File: src/rtl/sdram_arb_pkg.sv
// Shared state encoding and default widths for the two-port SDRAM arbiter.
package sdram_arb_pkg;

   localparam int BW_BURST_LENGTH_DEF = 4;
   localparam int BW_ADDR_DEF         = 25;
   localparam int BW_DATA_BLOCK_DEF   = 32;
   localparam int BW_TIMEOUT_DEF      = 10;

   typedef enum logic [1:0] {
      ST_IDLE  = 2'd0,
      ST_ISSUE = 2'd1,
      ST_MASK  = 2'd2,
      ST_WAIT  = 2'd3
   } state_e;

endpackage

File: src/rtl/sdram_arb_rr.sv
// Two-way round-robin pick. On contention the port that did not win last
// time is chosen. last_grant resets to 1 so port 0 wins the first contest.
module sdram_arb_rr (
   input  logic       clock_i,
   input  logic       reset_i,
   input  logic [1:0] req_i,
   input  logic       update_i,
   output logic       grant_valid_o,
   output logic       grant_o
);

   logic last_grant_q;

   // Combinational pick from the current requests and the last winner.
   always_comb begin
      grant_valid_o = |req_i;
      if (&req_i) grant_o = ~last_grant_q;
      else        grant_o = req_i[1];
   end

   // Remember the winner whenever the owner actually takes a grant.
   always_ff @(posedge clock_i or posedge reset_i) begin
      if (reset_i)       last_grant_q <= 1'b1;
      else if (update_i) last_grant_q <= grant_o;
   end

endmodule

File: src/rtl/sdram_port_arbiter.sv
// Arbitrates two requester ports onto a single SDRAM controller command
// interface. One command in flight at a time; a watchdog abandons commands
// whose completion never arrives.
module sdram_port_arbiter
   import sdram_arb_pkg::*;
#(
   parameter int BW_BURST_LENGTH = BW_BURST_LENGTH_DEF,
   parameter int BW_ADDR         = BW_ADDR_DEF,
   parameter int BW_DATA_BLOCK   = BW_DATA_BLOCK_DEF,
   parameter int BW_TIMEOUT      = BW_TIMEOUT_DEF
) (
   input  logic                       clock_i,
   input  logic                       reset_i,
   input  logic                       p0_req_i,
   input  logic                       p0_rw_i,
   input  logic [BW_BURST_LENGTH-1:0] p0_length_i,
   input  logic [BW_ADDR-1:0]         p0_addr_i,
   input  logic [BW_DATA_BLOCK-1:0]   p0_data_i,
   output logic                       p0_ack_o,
   output logic                       p0_done_o,
   output logic [BW_DATA_BLOCK-1:0]   p0_data_o,
   input  logic                       p1_req_i,
   input  logic                       p1_rw_i,
   input  logic [BW_BURST_LENGTH-1:0] p1_length_i,
   input  logic [BW_ADDR-1:0]         p1_addr_i,
   input  logic [BW_DATA_BLOCK-1:0]   p1_data_i,
   output logic                       p1_ack_o,
   output logic                       p1_done_o,
   output logic [BW_DATA_BLOCK-1:0]   p1_data_o,
   output logic                       sdram_request_o,
   output logic                       sdram_command_o,
   output logic [BW_BURST_LENGTH-1:0] sdram_length_o,
   output logic [BW_ADDR-1:0]         sdram_address_o,
   output logic [BW_DATA_BLOCK-1:0]   sdram_data_o,
   input  logic                       sdram_ready_i,
   input  logic                       sdram_done_i,
   input  logic [BW_DATA_BLOCK-1:0]   sdram_data_i,
   output logic                       error_o
);

   state_e                     state_q;
   logic                       gnt_q;
   logic [BW_TIMEOUT-1:0]      wdog_q, wdog_d;
   logic                       ack0_q, ack1_q, done0_q, done1_q, req_q, cmd_q, err_q;
   logic [BW_BURST_LENGTH-1:0] len_q;
   logic [BW_ADDR-1:0]         addr_q;
   logic [BW_DATA_BLOCK-1:0]   wdata_q, p0_data_q, p1_data_q;
   logic                       grant_valid, grant_idx, grant_en, timeout;

   // A grant is only taken from idle, so the round-robin state advances once per command.
   assign grant_en = (state_q == ST_IDLE) && grant_valid;
   assign wdog_d   = wdog_q + 1'b1;
   assign timeout  = (wdog_d == '1);

   sdram_arb_rr u_rr (
      .clock_i       (clock_i),
      .reset_i       (reset_i),
      .req_i         ({p1_req_i, p0_req_i}),
      .update_i      (grant_en),
      .grant_valid_o (grant_valid),
      .grant_o       (grant_idx)
   );

   // Command FSM; every output is a register so pulses are clean single cycles.
   always_ff @(posedge clock_i or posedge reset_i) begin
      if (reset_i) begin
         state_q   <= ST_IDLE;
         gnt_q     <= 1'b0;
         wdog_q    <= '0;
         ack0_q    <= 1'b0;
         ack1_q    <= 1'b0;
         done0_q   <= 1'b0;
         done1_q   <= 1'b0;
         req_q     <= 1'b0;
         cmd_q     <= 1'b0;
         err_q     <= 1'b0;
         len_q     <= '0;
         addr_q    <= '0;
         wdata_q   <= '0;
         p0_data_q <= '0;
         p1_data_q <= '0;
      end else begin
         ack0_q  <= 1'b0;
         ack1_q  <= 1'b0;
         done0_q <= 1'b0;
         done1_q <= 1'b0;
         req_q   <= 1'b0;
         err_q   <= 1'b0;
         case (state_q)
            ST_IDLE: begin
               if (grant_en) begin
                  gnt_q   <= grant_idx;
                  cmd_q   <= grant_idx ? p1_rw_i     : p0_rw_i;
                  len_q   <= grant_idx ? p1_length_i : p0_length_i;
                  addr_q  <= grant_idx ? p1_addr_i   : p0_addr_i;
                  wdata_q <= grant_idx ? p1_data_i   : p0_data_i;
                  ack0_q  <= ~grant_idx;
                  ack1_q  <= grant_idx;
                  state_q <= ST_ISSUE;
               end
            end
            ST_ISSUE: begin
               if (sdram_ready_i) begin
                  req_q   <= 1'b1;
                  wdog_q  <= '0;
                  state_q <= ST_MASK;
               end
            end
            // One blind cycle: a done seen here belongs to an older command.
            ST_MASK: begin
               wdog_q  <= wdog_d;
               state_q <= ST_WAIT;
            end
            ST_WAIT: begin
               wdog_q <= wdog_d;
               if (sdram_done_i) begin
                  done0_q <= ~gnt_q;
                  done1_q <= gnt_q;
                  if (!cmd_q) begin
                     if (gnt_q) p1_data_q <= sdram_data_i;
                     else       p0_data_q <= sdram_data_i;
                  end
                  state_q <= ST_IDLE;
               end else if (timeout) begin
                  err_q   <= 1'b1;
                  state_q <= ST_IDLE;
               end
            end
            default: state_q <= ST_IDLE;
         endcase
      end
   end

   assign p0_ack_o        = ack0_q;
   assign p1_ack_o        = ack1_q;
   assign p0_done_o       = done0_q;
   assign p1_done_o       = done1_q;
   assign p0_data_o       = p0_data_q;
   assign p1_data_o       = p1_data_q;
   assign sdram_request_o = req_q;
   assign sdram_command_o = cmd_q;
   assign sdram_length_o  = len_q;
   assign sdram_address_o = addr_q;
   assign sdram_data_o    = wdata_q;
   assign error_o         = err_q;

endmodule

File: config.mk
export PLATFORM = sky130hd
export DESIGN_NAME = sdram_port_arbiter
export DESIGN_NICKNAME = d
export VERILOG_FILES = /design/src/rtl/sdram_arb_pkg.sv /design/src/rtl/sdram_arb_rr.sv /design/src/rtl/sdram_port_arbiter.sv
export SDC_FILE = /design/constraint.sdc
export NUM_CORES = 1
export LEC_CHECK = 0
export BUFFER_PORTS_ARGS = -buffer_cell sky130_fd_sc_hd__buf_4
export CAP_MARGIN = 30
export CORE_MARGIN = 3
export CORE_UTILIZATION = 50
export CTS_CLUSTER_DIAMETER = 150
export DETAILED_ROUTE_END_ITERATION = 8
export PLACE_DENSITY = 0.9
export SLEW_MARGIN = 20
export SYNTH_ARGS = -nofsm -noshare
export SYNTH_HDL_FRONTEND = slang
export SYNTH_SLANG_ARGS = --single-unit
File: constraint.sdc
create_clock -name clock_i -period 6.5 [get_ports clock_i]
set_input_delay 0.65 -clock clock_i [delete_from_list [all_inputs] [get_ports clock_i]]
set_output_delay 0.65 -clock clock_i [all_outputs]
set_load 0.01 [all_outputs]
======== Word level (Yosys, flattened, before mapping) ========
Index checks and enable logic that the tools add are counted.
storage, ports and cells
  register bits ........................... 146
  word-level logic and storage cells ...... 64
cells by class
  $add $sub $neg .......................... 1
  equal/unequal tests ..................... 7
  multiplexer cells ....................... 25
  bitwise logic cells ..................... 4
  reductions and logical operators ........ 11
operators with widths
  kind                                                  number
  2-to-1 mux 32 bit                                     1
  2-to-1 mux 25 bit                                     1
  one-hot mux 10 bit (2 select lines)                   1
  2-to-1 mux 1 bit                                      15
  adder 10 x 1 -> 10 bit (second input constant)        1
  equality test 10 bit (second input constant)          1
  2-to-1 mux 10 bit                                     1
  2-to-1 mux 2 bit                                      4
  one-hot mux 2 bit (4 select lines)                    1
  AND reduction 4 bit                                   2
  AND reduction 2 bit                                   3
  equality test 2 bit (second input constant)           2
  2-to-1 mux 4 bit                                      1
  inequality test 2 bit (second input constant)         2
  inverter 1 bit                                        4
  OR reduction 2 bit                                    2
  inequality test 3 bit (second input constant)         1
  AND reduction 3 bit                                   1
  equality test 2 x 1 -> 1 bit (second input constant)  1
  zero test 2 bit                                       1
  nonzero test 2 bit                                    1
  logical AND 1 bit                                     1

======== Logic depth before layout (Yosys ltp) ========
  word-level depth ........................ 5
  depth in mapped cells ................... 9

======== Hierarchy ========
Synthesis repeated with hierarchy kept, for this count alone.
unflattened totals
  cell total of the unflattened synthesis .. 522
  area, all modules ....................... 6274.8 um^2
modules (own cells, without submodules)
  module              times used  cells an instance  area each (um^2)  seq. area each (um^2)
  sdram_port_arbiter  1           517                6212.2            3628.5
  sdram_arb_rr        1           5                  62.6              26.3

======== Worst setup path after synthesis ========
Ideal clock, no wire load.
  path kind ............................... input -> register
  start ................................... input port sdram_done_i
  end ..................................... register p0_data_q[20] (netlist: p0_data_o[20])
  arrival ................................. 1654 ps
  required time ........................... 6375 ps
  setup slack ............................. 4722 ps
  cell stages on the path ................. 4
  path buffers ............................ 1
  path through ............................ nand2_1 -> nor3_1 -> buf_2 -> mux2_2
between the ends
  cells in the longest elaborated chain, start to end .. 1
RTL lines
  item                           line                       text
  from (decl)                    sdram_port_arbiter.sv:36   input logic sdram_done_i,
  AND reduction 4 bit (no line)  --
  to (signal assigned)           sdram_port_arbiter.sv:121  else p0_data_q <= sdram_data_i;
  to (decl)                      sdram_port_arbiter.sv:47   logic [BW_DATA_BLOCK-1:0] wdata_q, p0_data_q, p1_data_q;
Every way passes these cells.
A chain may end at the register's enable or synchronous reset.

======== Worst setup path in the final report ========
  start ................................... register state_q[1]
  end ..................................... register wdata_q[4] (netlist: sdram_data_o[4])
between the ends
  cells in the longest elaborated chain, start to end .. 3
RTL lines
  item                               line                                                text
  from (decl)                        sdram_port_arbiter.sv:41                            state_e state_q;
  from (signal assigned)             sdram_port_arbiter.sv:67                            state_q <= ST_IDLE;
  from (signal assigned)             sdram_port_arbiter.sv:99                            state_q <= ST_ISSUE;
  from (signal assigned)             sdram_port_arbiter.sv:106                           state_q <= ST_MASK;
  zero test 2 bit (*)                sdram_port_arbiter.sv:51, sdram_port_arbiter.sv:89
  logical AND 1 bit                  sdram_port_arbiter.sv:51                            assign grant_en = (state_q == ST_IDLE) && grant_valid;
  AND reduction 2 bit (no line) (*)  --
  to (signal assigned)               sdram_port_arbiter.sv:96                            wdata_q <= grant_idx ? p1_data_i : p0_data_i;
  to (decl)                          sdram_port_arbiter.sv:47
Mark *: on every way between the ends. The rest lies on a longest branch, timed or not.

==> results.sh <==
export IMPL_grt_pass1_wl_mm=28.6
export IMPL_violations="DRC"
export IMPL_cts_root_buffer="clkbuf_16"
export IMPL_cp_max_fo=46
export IMPL_synth_compound_area_frac=0.143
export IMPL_synth_area_per_cell_um2=13.0
export IMPL_grt_antenna_before_repair=0
export IMPL_synth_fa_ha_area_frac=0.0125
export IMPL_die_width_um=116
export IMPL_io_pins=294
export IMPL_synth_top_family_by_area="compound AO/OA/AOI/OAI gates"
export IMPL_ant_nets=0
export IMPL_multi_input_comb_area_mm2=0.00201
export IMPL_yosysWarningCount=0
export IMPL_synthDominantCellAreaShare=0.605
export IMPL_ys_seq_area_frac=0.609
export IMPL_tns_ns=0
export IMPL_rsz0062_at_grt="false"
export IMPL_synth_edf_count=0
export IMPL_period_share=0.371
export IMPL_clk_pin_slew_ns=0.06
export IMPL_place_hpwl_mm=14.4
export IMPL_grt_max_degree=85
export IMPL_irDropWorstVdd_mv=0.370
export IMPL_grt_ovfl_total=0
export IMPL_timing_final_max_slew_violations=0
export IMPL_via_count=5296
export IMPL_async_flop_share=1.00
export IMPL_htree_levels=4
export IMPL_synthCells=460
export IMPL_wire_per_inst_um=22.0
export IMPL_synth_mux_area_frac=0.120
export IMPL_fmax_mhz=415
export IMPL_drt_iter0_drc=775
export IMPL_drc=1
export IMPL_numCtsBuffers=17
export IMPL_seq_area_mm2=0.00365
export IMPL_r2r_slack_ns=4.09
export IMPL_viasPerCell=5.86
export IMPL_dr_pass1_iters=9
export IMPL_min_path_type="primary input to asynchronous set/reset pin"
export IMPL_antenna_cells=0
export IMPL_synth_area_leaders="dfrtp_1 (60%), mux2_2 (12%), a222oi_1 (10%), inv_1 (4.2%), ha_1 (1.3%)"
export IMPL_dieArea_mm2=0.0134
export IMPL_cts_tree="built"
export IMPL_syn_to_final_growth_pct=49.1
export IMPL_worst_pin_slew_ns=0.808
export IMPL_fin_ws_ns=4.09
export IMPL_yosys_area_share_simple=0.0421
export IMPL_place_port_buffers=293
export IMPL_timing_rr_end="sdram_data_o[4]"
export IMPL_rows=39
export IMPL_cts_sinks=146
export IMPL_slew_limit_headroom=0.461
export IMPL_power_density_mw_per_mm2=493
export IMPL_yosysUniqueCellTypes=46
export IMPL_cts_buffer_depth=2
export IMPL_yosysMostFrequentCell="dfrtp_1"
export IMPL_core_area_mm2=0.0116
export IMPL_die_height_um=116
export IMPL_initial_core_util=0.519
export IMPL_layout_nets=916
export IMPL_cts_hold_buffers=0
export IMPL_worstPathRequired_ns=6.85
export IMPL_outcome="finished with violations"
export IMPL_syn_area_mm2=0.00600
export IMPL_end_kind="flop"
export IMPL_r2r_start="state_q[1]"
export IMPL_period_minus_slack_ns=2.41
export IMPL_cellLeakagePower_uw=0.00469
export IMPL_critPathLaunchType="flop"
export IMPL_critPathKind="flop to flop"
export IMPL_synth_xor_area_frac=0.0104
export IMPL_place_congestion=0.889
export IMPL_ys_ff_latch=146
export IMPL_post_cts_buffers=0
export IMPL_endpoint="sdram_data_o[4]"
export IMPL_synth_common_cells="dfrtp_1 (145), inv_1 (67), a222oi_1 (62), mux2_2 (62), clkbuf_1 (19)"
export IMPL_yosysTopAreaCell="dfrtp_1"
export IMPL_arrival_ns=2.76
export IMPL_grt_pass1_vias=5370
export IMPL_hold_viol_final=0
export IMPL_max_cap_violations=0
export IMPL_finClkSkew_ns=0.00676
export IMPL_num_fill_cells=632
export IMPL_startpoint="state_q[1]"
export IMPL_setup_violations_final=0
export IMPL_r2r_cells=7
export IMPL_cts_resized=0
export IMPL_dpl_worst_slack_ns=4.16
export IMPL_drive_gt1_frac=0.537
export IMPL_clkLatencyLatePin_ns=0.42
export IMPL_grt_total_usage=0.286
export IMPL_synth_ff_type="dfrtp_1"
export IMPL_syn_nets=628
export IMPL_wl_mm=19.9
==> cells in the final DEF (no fill, tap or decap), types with 4 or more instances in the layout <==
master,instances
o21ai_0,9
nand2_1,16
ha_1,6
a222oi_1,62
nand3_1,4
nor2_1,8
clkbuf_16,17
dfrtp_1,145
clkbuf_1,4
buf_4,299
bufinv_16,4
mux2_2,62
a21oi_1,4
xor2_1,4
inv_1,66
==> logic make-up (layout without fill, tap and decap cells) <==
kind of cell,Yosys count,count (layout)
buffers and inverters,97,397
flip-flops,146,146
multiplexers,64,64
adder cells (fa/ha/maj),6,6
AND/OR/NAND/NOR,47,47
AO/OA/AOI/OAI,95,95
XOR/XNOR,5,5
==> where the power goes <==
part	leakage, uW	internal (uW)	total [uW]	switching (uW)
sequential	0.00182	1320	1580	258
clock	0.000295	651	1010	362
combinational	0.00257	930	1820	890
==> critical path, stage by stage (launching register included) <==
cell	delay [ns]
dfrtp_1	0.43
inv_1	0.14
ha_1	0.37
nand2_1	0.15
a21oi_4	0.45
buf_4	0.50
a222oi_1	0.18
inv_1	0.10
==> registers in the layout, indices dropped and copies added (netlist names), 2 cells and up <==
register	cells
p0_data_o	32
p1_data_o	32
sdram_address_o	25
sdram_data_o	32
sdram_length_o	4
state_q	2
wdog_q	10
==> cell type report <==
class                   count  share of cell area
well taps                 143              0.0200
clock inverters             9              0.0173
inverters                  67              0.0287
clock buffers              22              0.0507
flip-flops and latches    146               0.408
multi-input cells         217               0.224
repair buffers            299               0.251
==> per-stage QoR <==
step,total power [uW],hold WS [ns],util,area (um^2),std cells
2_1_floorplan,2420,0.460,-,6000,460
3_3_place_gp,3270,0.469,0.721,8340,872
3_5_place_dp,3380,0.476,0.721,8340,872
4_1_cts,4430,0.381,0.774,8950,903
5_1_grt,4630,0.396,0.774,8950,903
6_report,4410,0.362,0.774,8950,903
==> routing by layer <==
metal / global-route usage / wire (um)
met1: 0.290 / 6550
met2: 0.495 / 10200
met3: 0.0977 / 1770
met4: 0.195 / 1390
met5: 0 / 5
==> worst min path at each step <==
stage	startpoint	end	slack (ns)	cells past startpoint
floorplan	gnt_q	p0_done_o	0.46	1
global placement	p0_data_o[25]	p0_data_o[25]	0.47	1
detailed placement	p0_data_o[25]	p0_data_o[25]	0.48	1
CTS	reset_i	p0_data_o[27]	0.38	2
global route	reset_i	p1_data_o[28]	0.40	2
finish	reset_i	p1_data_o[28]	0.36	2
Power figures use the tool's default switching activity.
